`config.mk`:
```
export PLATFORM = sky130hd
export DESIGN_NAME = ram_arbiter
export DESIGN_NICKNAME = d
export VERILOG_FILES = /design/src/rtl/ram_arbiter.sv
export SDC_FILE = /design/constraint.sdc
export NUM_CORES = 1
export LEC_CHECK = 0
export ABC_CLOCK_PERIOD_IN_PS = 4900
export BUFFER_PORTS_ARGS = -buffer_cell sky130_fd_sc_hd__buf_2
export CAP_MARGIN = 40
export CORE_MARGIN = 5
export CORE_UTILIZATION = 46
export CTS_CLUSTER_SIZE = 10
export DETAILED_ROUTE_END_ITERATION = 8
export PLACE_DENSITY = 0.83
export SLEW_MARGIN = 20
export SYNTH_ARGS = -nofsm -noshare
export SYNTH_HDL_FRONTEND = slang
export SYNTH_SLANG_ARGS = --single-unit
```
`constraint.sdc`:
```
create_clock -name clk -period 4.9 [get_ports clk]
set_input_delay 0.735 -clock clk [delete_from_list [all_inputs] [get_ports clk]]
set_output_delay 0.735 -clock clk [all_outputs]
set_load 0.02 [all_outputs]
```
`src/rtl/ram_arbiter.sv`:
```
// Two-master (fetch/data) arbiter onto a single-port RAM backend, data has priority.
// Latency: 2 cycles minimum (IDLE issue cycle, then BUSY cycle with ram_ready=1).
// Backpressure: core masters stall on iwait/dwait; the backend stalls via ram_ready; err is sticky on timeout.
module ram_arbiter #(
    parameter int TIMEOUT = 255
) (
    input  logic        clk,
    input  logic        nrst,
    input  logic        iren,
    input  logic [31:0] iaddr,
    output logic [31:0] iload,
    output logic        iwait,
    input  logic        dren,
    input  logic [3:0]  dwen,
    input  logic [31:0] daddr,
    input  logic [31:0] dstore,
    output logic [31:0] dload,
    output logic        dwait,
    output logic        ram_req,
    output logic [31:0] ram_addr,
    output logic [3:0]  ram_wen,
    output logic [31:0] ram_wdata,
    input  logic [31:0] ram_rdata,
    input  logic        ram_ready,
    output logic        err
);

    localparam int CW = (TIMEOUT < 1) ? 1 : $clog2(TIMEOUT + 1);

    typedef enum logic [1:0] {
        IDLE   = 2'd0,
        BUSY_I = 2'd1,
        BUSY_D = 2'd2
    } state_t;

    state_t          r_state;
    state_t          w_state_nxt;
    logic [31:0]     r_addr;
    logic [3:0]      r_wen;
    logic [31:0]     r_wdata;
    logic [CW-1:0]   r_cnt;
    logic            r_err;

    logic            w_dreq;
    logic            w_busy;
    logic            w_load_d;
    logic            w_load_i;
    logic            w_icomp;
    logic            w_dcomp;

    // A data request is either a read or any byte-enabled write.
    assign w_dreq = dren | (|dwen);
    assign w_busy = (r_state != IDLE);

    // State register.
    always_ff @(posedge clk or negedge nrst) begin
        if (!nrst) begin
            r_state <= IDLE;
        end else begin
            r_state <= w_state_nxt;
        end
    end

    // Next-state and latch-enable decode; data wins over fetch in IDLE, BUSY always returns to IDLE on ram_ready.
    always_comb begin
        w_state_nxt = r_state;
        w_load_d    = 1'b0;
        w_load_i    = 1'b0;
        case (r_state)
            IDLE: begin
                if (w_dreq) begin
                    w_load_d    = 1'b1;
                    w_state_nxt = BUSY_D;
                end else if (iren) begin
                    w_load_i    = 1'b1;
                    w_state_nxt = BUSY_I;
                end
            end
            BUSY_I, BUSY_D: begin
                if (ram_ready) begin
                    w_state_nxt = IDLE;
                end
            end
            default: w_state_nxt = IDLE;
        endcase
    end

    // Capture the winning request so the backend sees stable address/enables/data for the whole access.
    always_ff @(posedge clk or negedge nrst) begin
        if (!nrst) begin
            r_addr  <= 32'd0;
            r_wen   <= 4'd0;
            r_wdata <= 32'd0;
        end else if (w_load_d) begin
            r_addr  <= daddr;
            r_wen   <= dwen;
            r_wdata <= dstore;
        end else if (w_load_i) begin
            r_addr  <= iaddr;
            r_wen   <= 4'd0;
            r_wdata <= 32'd0;
        end
    end

    // Wait counter: held at zero in IDLE so every access starts counting from zero; saturates at TIMEOUT.
    always_ff @(posedge clk or negedge nrst) begin
        if (!nrst) begin
            r_cnt <= '0;
        end else if (!w_busy) begin
            r_cnt <= '0;
        end else if (!ram_ready && (r_cnt != CW'(TIMEOUT))) begin
            r_cnt <= r_cnt + CW'(1);
        end
    end

    // Sticky timeout flag, raised on the BUSY cycle that brings the counter to TIMEOUT; the access keeps waiting.
    always_ff @(posedge clk or negedge nrst) begin
        if (!nrst) begin
            r_err <= 1'b0;
        end else if (w_busy && !ram_ready && (r_cnt == CW'(TIMEOUT - 1))) begin
            r_err <= 1'b1;
        end
    end

    // Completion is reported only if the master still asks for exactly what was latched; otherwise the result is dropped.
    always_comb begin
        w_icomp = (r_state == BUSY_I) && ram_ready && iren && (iaddr == r_addr);
        w_dcomp = (r_state == BUSY_D) && ram_ready && w_dreq &&
                  (daddr == r_addr) && (dwen == r_wen);
    end

    // Core-side and backend-side outputs.
    always_comb begin
        iwait     = iren & ~w_icomp;
        iload     = w_icomp ? ram_rdata : 32'd0;
        dwait     = w_dreq & ~w_dcomp;
        dload     = w_dcomp ? ram_rdata : 32'd0;
        ram_req   = w_busy;
        ram_addr  = {r_addr[31:2], 2'b00};
        ram_wen   = w_busy ? r_wen : 4'd0;
        ram_wdata = r_wdata;
        err       = r_err;
    end

endmodule

```
==> results of run 1 <==
[per-stage QoR]
stage	setup WS [ns]	util	std cells	power, mW	hold WS [ns]
after global routing	0.985	0.605	870	3.65	0.366
after detailed placement	1.21	0.586	849	2.99	0.464
after floorplan	2.00	-	497	2.50	0.439
after global placement	1.09	0.581	845	2.92	0.464
after CTS	1.20	0.603	865	3.44	0.354
final	1.22	0.605	870	3.43	0.345
[layout make-up]
cell class	instances	area (sq um)
fill	881	4030
multi-input combinational	348	2360
sequential	79	1980
timing repair buffer	277	1430
tap	136	170
clock buffer	10	138
clock inverter	6	36.3
inverter	9	33.8
antenna	5	12.5
[logic make-up after synthesis]
| logic type | count (synthesis) | synth area share |
|---|---|---|
| xor gates and xnor gates | 71 | 0.131 |
| DFF | 79 | 0.416 |
| AOI/OAI and AO/OA | 115 | 0.164 |
| other | 1 | 0.000789 |
| buffers and inverters | 70 | 0.0906 |
| adders and majority gates | 5 | 0.0132 |
| and+or+nand+nor | 155 | 0.185 |
[state kept, by name (all words and copies together), names as in the netlist]
name       flops
ram_wdata     32
r_wen          4
r_cnt          8
r_addr        32
r_state        2
err            1
[where the power goes]
group / switching (mW) / internal [mW] / total (mW)
combinational: 1.10 / 0.662 / 1.76
clock: 0.245 / 0.195 / 0.440
sequential: 0.286 / 0.950 / 1.24
total: 1.63 / 1.81 / 3.43
[final timing paths]
| kind | start | to | slack (ns) | depth (start not counted) |
|---|---|---|---|---|
| hold / removal | nrst | r_addr[17]$_DFFE_PN0P_ | 0.35 | 1 |
| setup / recovery | daddr[16] | dload[23] | 1.22 | 8 |
| min in group clk | err$_DFFE_PN0P_ | err$_DFFE_PN0P_ | 0.48 | 1 |
| hold reg to reg | err$_DFFE_PN0P_ | err$_DFFE_PN0P_ | 0.48 | 1 |
| setup reg to reg | r_state[1]$_DFFE_PN0P_ | ram_wdata[15]$_DFFE_PN0P_ | 2.87 | 6 |
| max in group asynchronous | nrst | r_cnt[4]$_DFFE_PN0P_ | 3.95 | 2 |
[routing by layer]
metal / vias to the layer above / share of wire / track usage
met5: - / 0 / 0
met4: 0 / 0.035 / 0.128
met3: 43 / 0.093 / 0.0652
met2: 285 / 0.48 / 0.424
met1: 2195 / 0.39 / 0.302
li1: 2143 / - / -
[synth_stat cells, types with 2 or more instances]
library cell  instances
a21oi_1              36
xor2_1               51
nand3_1               4
or4_4                 2
and2_2                3
nand4_1               7
inv_1                 9
nand2_1               7
ha_1                  5
o21ai_0               2
clkbuf_1             20
nor2b_1               5
nor3_1                4
nor2_1               44
nor4_1               11
dfrtp_1              79
a22o_1               36
o22ai_1              34
and2_1               62
buf_4                32
xnor2_1              20
buf_6                 6
==> metrics, run 1 <==
status=complete, no violations; root buffer cell=clkbuf_8; H-tree depth=3; critical path class=in2out; global-route wire length before repair=25.2 mm; max-slew headroom at the worst pin=0.417; cell taking the most area after synthesis=dfrtp_1; cts repair resizes=0; largest cells by area after synthesis=dfrtp_1, xor2_1, and2_1, a22o_1, buf_4; buffers and inverters on the worst path=3; num ports=273; Post-CTS Setup Inserts=0; cts hold-fix bufs=0; Critical Path Max Stage Delay=0.56 ns; die area=12500 sq um; Post-synth ARST share=1.00; Crit path required time=4.16 ns; Post-DP Area=5970 sq um; Worst path slowest cell=nor4_1; cell count after synthesis=496; DRC=0; detailed placer's ending HPWL=12.9 mm; f_max=272 MHz; 1st-iter DRT viols=313; critical path's top delay family=simple AND/OR/NAND/NOR gates; total congestion overflow=0; Seq/Total Area, Yosys=0.416; CTS Sinks=79; fin crit period=3.68 ns; number of synthesized flops with an enable pin=0; CORE AREA=10200 sq um; largest net degree at the start of global routing=43; final hold vios=0; Post-DRT Antenna Nets=0; die span in x=112 um; Area Overhead vs Synth=29.6%; Synth top area share=0.416; initial antenna violation count=5; LEAKAGE=3.20 nW; clock transition at the registers of the reported paths=0.08 ns; synth unique cells=39; # nets final=866; routed wire length=16.2 mm; Sum Neg Setup Slack=0 ns; Worst IR Drop VDD=0.000375 V; unrepaired setup endpoints after global routing=false; endpoints failing setup=0; vias in the first global route=4881; crit path launch type=primary input; WP data arrival=2.94 ns; commonest non-fill, non-tap cells in the layout=buf_2, dfrtp_1, and2_1; CTS tree=yes; Slew Viols, Final=0; flops & latches, synth=79; Max Cap Violations=0; Die H=112 um; GP Congestion=0.952; vias per std cell=5.36; Crit. End Element=primary output; cell row count=37; share of cells above drive strength 1=0.420; GRT Overall Usage=0.254; clock latency on the worst-skew pair=0.36 ns; Post-Syn Area=4750 sq um; Yosys warnings=0; skew final=0.00727 ns; CTS Buffer Depth=2; count of input and output buffers=270; Pre-Repair DR Iteration Count=5; most common cell after layout, fill and taps aside=buf_2; PwrDens=557 nW/um^2; Main synth FF type=dfrtp_1; final clock period utilization by the worst path=0.751; worst slew pin tran=0.871 ns; via count=4666; routed len/inst=18.7 um; Hold Crit Class=in2async; final cell area excluding filler cells=6160 sq um; Critical Path Most Common Cell=buf_2; Starting Density=0.466; crit-path cells=buf_2, xor2_1, nor4_1, nand4_1, nor4_4, buf_6, and2_1, buf_2; Crit Path Max Fanout=24; mean post-synth cell area=9.58 sq um; CTS buffer count=9
Power figures use the tool's default switching activity.
==> run 2, diff against run 1 <==
--- a/config.mk
+++ b/config.mk
@@ -5,14 +5,15 @@
 export SDC_FILE = /design/constraint.sdc
 export NUM_CORES = 1
 export LEC_CHECK = 0
-export ABC_CLOCK_PERIOD_IN_PS = 4900
+export ABC_AREA = 1
+export ABC_CLOCK_PERIOD_IN_PS = 3200
 export BUFFER_PORTS_ARGS = -buffer_cell sky130_fd_sc_hd__buf_2
 export CAP_MARGIN = 40
 export CORE_MARGIN = 5
-export CORE_UTILIZATION = 46
+export CORE_UTILIZATION = 42
 export CTS_CLUSTER_SIZE = 10
 export DETAILED_ROUTE_END_ITERATION = 8
-export PLACE_DENSITY = 0.83
+export PLACE_DENSITY = 0.78
 export SLEW_MARGIN = 20
 export SYNTH_ARGS = -nofsm -noshare
 export SYNTH_HDL_FRONTEND = slang
==> constraint.sdc (replaced) <==
create_clock -name clk -period 3.2 [get_ports clk]
set_input_delay 0.48 -clock clk [delete_from_list [all_inputs] [get_ports clk]]
set_output_delay 0.48 -clock clk [all_outputs]
set_load 0.02 [all_outputs]
==> run 2 against run 1 <==
Compared with the run above:
- worst hold slack worse by 0.25 ns
- first-iteration DRC count increased by 73%
- power rose by 72%
- flip-flop and latch count is the same
- wire length increased by 11%
- critical path type is now reg2out
- clock power grew to 2.7 times the previous value
- final cell count increased by 33%
- non-clock buffer count is 2 higher
- combinational power is 65% higher
- largest cell class unchanged
- design area grew 13%
==> metrics, run 2 <==
status=complete, no violations; 1st-iter DRT viols=542; clock latency on the worst-skew pair=0.33 ns; # nets final=1124; final clock period utilization by the worst path=0.842; Pre-Repair DR Iteration Count=5; Post-Synth XOR/XNOR Area=0.0311; complex-gate fraction of the synthesized area=0.160; buffers and inverters on the worst path=4; largest cells by area after synthesis=dfrtp_1, nand2_1, inv_1, nor3_1, a22o_1; GRT met2 Usage=0.363; CORE AREA=12600 sq um; global-route wire length before repair=26.7 mm; Seq/Total Area, Yosys=0.369; via count=5603; crit path launch type=flop; Area Overhead vs Synth=30.1%; Post-CTS Setup Inserts=0; f_max=371 MHz; Crit path required time=2.72 ns; share of cells above drive strength 1=0.317; fin util=0.554; CTS tree=yes; cell taking the most area after synthesis=dfrtp_1; area share of fa/ha/maj cells after synthesis=0.0117; H-tree depth=3; total congestion overflow=0; GP Congestion=0.811; cts hold-fix bufs=0; cell row count=41; Post-synth ARST share=1.00; critical path's top delay family=simple AND/OR/NAND/NOR gates; clock transition at the registers of the reported paths=0.06 ns; Die H=123 um; initial antenna violation count=1; num ports=273; Crit. End Element=primary output; Starting Density=0.426; Simple-Gate Fraction of Synth Area=0.264; critical path class=reg2out; Main synth FF type=dfrtp_1; routed len/inst=15.5 um; skew final=0.00813 ns; vias in the first global route=5183; mean post-synth cell area=7.08 sq um; root buffer cell=clkbuf_16; most common cell after layout, fill and taps aside=buf_2; Slew Viols, Final=0; largest family of logic cells by synthesized area=simple AND/OR/NAND/NOR gates; endpoints failing setup=0; PwrDens=848 nW/um^2; post-synthesis mux area share=0; antenna cells=0; GRT Overall Usage=0.227; Yosys warnings=0; Critical Path Most Common Cell=nand2_1; count leader, synth=nand2_1; cts repair resizes=0; Critical Path Max Stage Delay=0.40 ns; most instantiated cells after synthesis=nand2_1, inv_1, dfrtp_1; Synth top area share=0.369; CTS buffer count=9; die area=15100 sq um; routed wire length=18.0 mm; met3 Use GR=0.0479; Worst IR Drop VDD=0.000460 V; Post-Syn Area=5350 sq um; DRC=0; fin crit period=2.70 ns; WP data arrival=2.22 ns; Max Cap Violations=0; synth unique cells=32; number of synthesized flops with an enable pin=0; CTS Sinks=79; LEAKAGE=3.97 nW; CTS Buffer Depth=2; vias per std cell=4.83; crit-path cells=inv_1, ha_1, nand2_1, inv_1, o21ai_0, nor2_1, nand2_1, nor2_1, nand2_1, buf_4, nor3_1, buf_2; cell count after synthesis=756; detailed placer's ending HPWL=13.9 mm; commonest non-fill, non-tap cells in the layout=buf_2, nand2_1, inv_1; count of input and output buffers=270; Post-DRT Antenna Nets=0; flops & latches, synth=79; unrepaired setup endpoints after global routing=false; Worst path slowest cell=dfrtp_1; Crit Path Max Fanout=33; die span in x=123 um; M1 GR Usage=0.318; largest net degree at the start of global routing=59; Hold Crit Class=in2async; final hold vios=0; global routing's busiest layer=met2; Sum Neg Setup Slack=0 ns
## run 2: cell count changes in the layout (fill, tap and decap cells not counted), sizes merged, moves of 12 or more
| cell | delta |
|---|---|
| a21oi | -33 |
| and2 | -65 |
| inv | +112 |
| nand2 | +190 |
| nor2 | +22 |
| nor3 | +60 |
| nor4 | -12 |
| o211ai | +20 |
| o21ai | +58 |
| o22ai | -30 |
| xor2 | -48 |
## run 2: logic make-up (layout without fill, tap and decap cells)
kind of cell / after synthesis / after routing
adder cells (fa/ha/maj): 5 / 5
other: 1 / 2
buffers and inverters: 186 / 416
AO/OA/AOI/OAI: 125 / 125
XOR/XNOR: 19 / 19
AND/OR/NAND/NOR: 341 / 341
flip-flops: 79 / 79
## run 2: final timing paths
check                                                end  cells past startpoint  slack, ns                    from
worst max-delay path                           dload[12]                     12       0.50  r_state[0]$_DFFE_PN0P_
worst min-delay path              r_addr[17]$_DFFE_PN0P_                      1       0.09                    nrst
worst max register to register    r_state[1]$_DFFE_PN0P_                      5       1.31  r_state[0]$_DFFE_PN0P_
worst min register to register           err$_DFFE_PN0P_                      1       0.46         err$_DFFE_PN0P_
max in group asynchronous       ram_wdata[5]$_DFFE_PN0P_                      2       2.51                    nrst
min in group clk                ram_wdata[4]$_DFFE_PN0P_                      2       0.38               dstore[4]
## run 2: per-stage QoR
step	instances	setup slack, ns	power, mW	instance area [sq um]	hold WS (ns)
2_1_floorplan	757	0.968	4.00	5360	0.184
3_3_place_gp	1141	0.712	4.67	6580	0.445
3_5_place_dp	1142	0.736	4.73	6600	0.451
4_1_cts	1158	0.440	5.92	6940	0.103
5_1_grt	1159	0.312	6.35	6960	0.125
6_report	1159	0.504	5.91	6960	0.0917
## run 2: area by class of cell
cell class	instances	area [sq um]
Sequential cell	79	1980
Multi-Input combinational cell	492	2510
Fill cell	1234	5610
Tap cell	172	215
Clock inverter	6	109
Clock buffer	10	229
Timing Repair Buffer	279	1470
Inverter	121	457
## run 2: worst reg2reg max path: stages (launching register included)
cell	delay [ns]
dfrtp_1	0.40
inv_1	0.09
ha_1	0.44
inv_1	0.33
o21ai_0	0.38
o21ai_0	0.13
## run 2: routing by layer
| layer | share of wire | vias up |
|---|---|---|
| met5 | 0.00072 | - |
| met1 | 0.43 | 2513 |
| met3 | 0.088 | 18 |
| li1 | - | 2822 |
| met2 | 0.47 | 248 |
| met4 | 0.013 | 2 |
## run 2: report_power, final
part	total, mW	internal (mW)	leakage (nW)	switching (mW)
clock	1.17	0.761	0.166	0.409
sequential	1.83	1.44	0.982	0.383
combinational	2.91	1.03	2.83	1.88
total	5.91	3.23	3.97	2.67
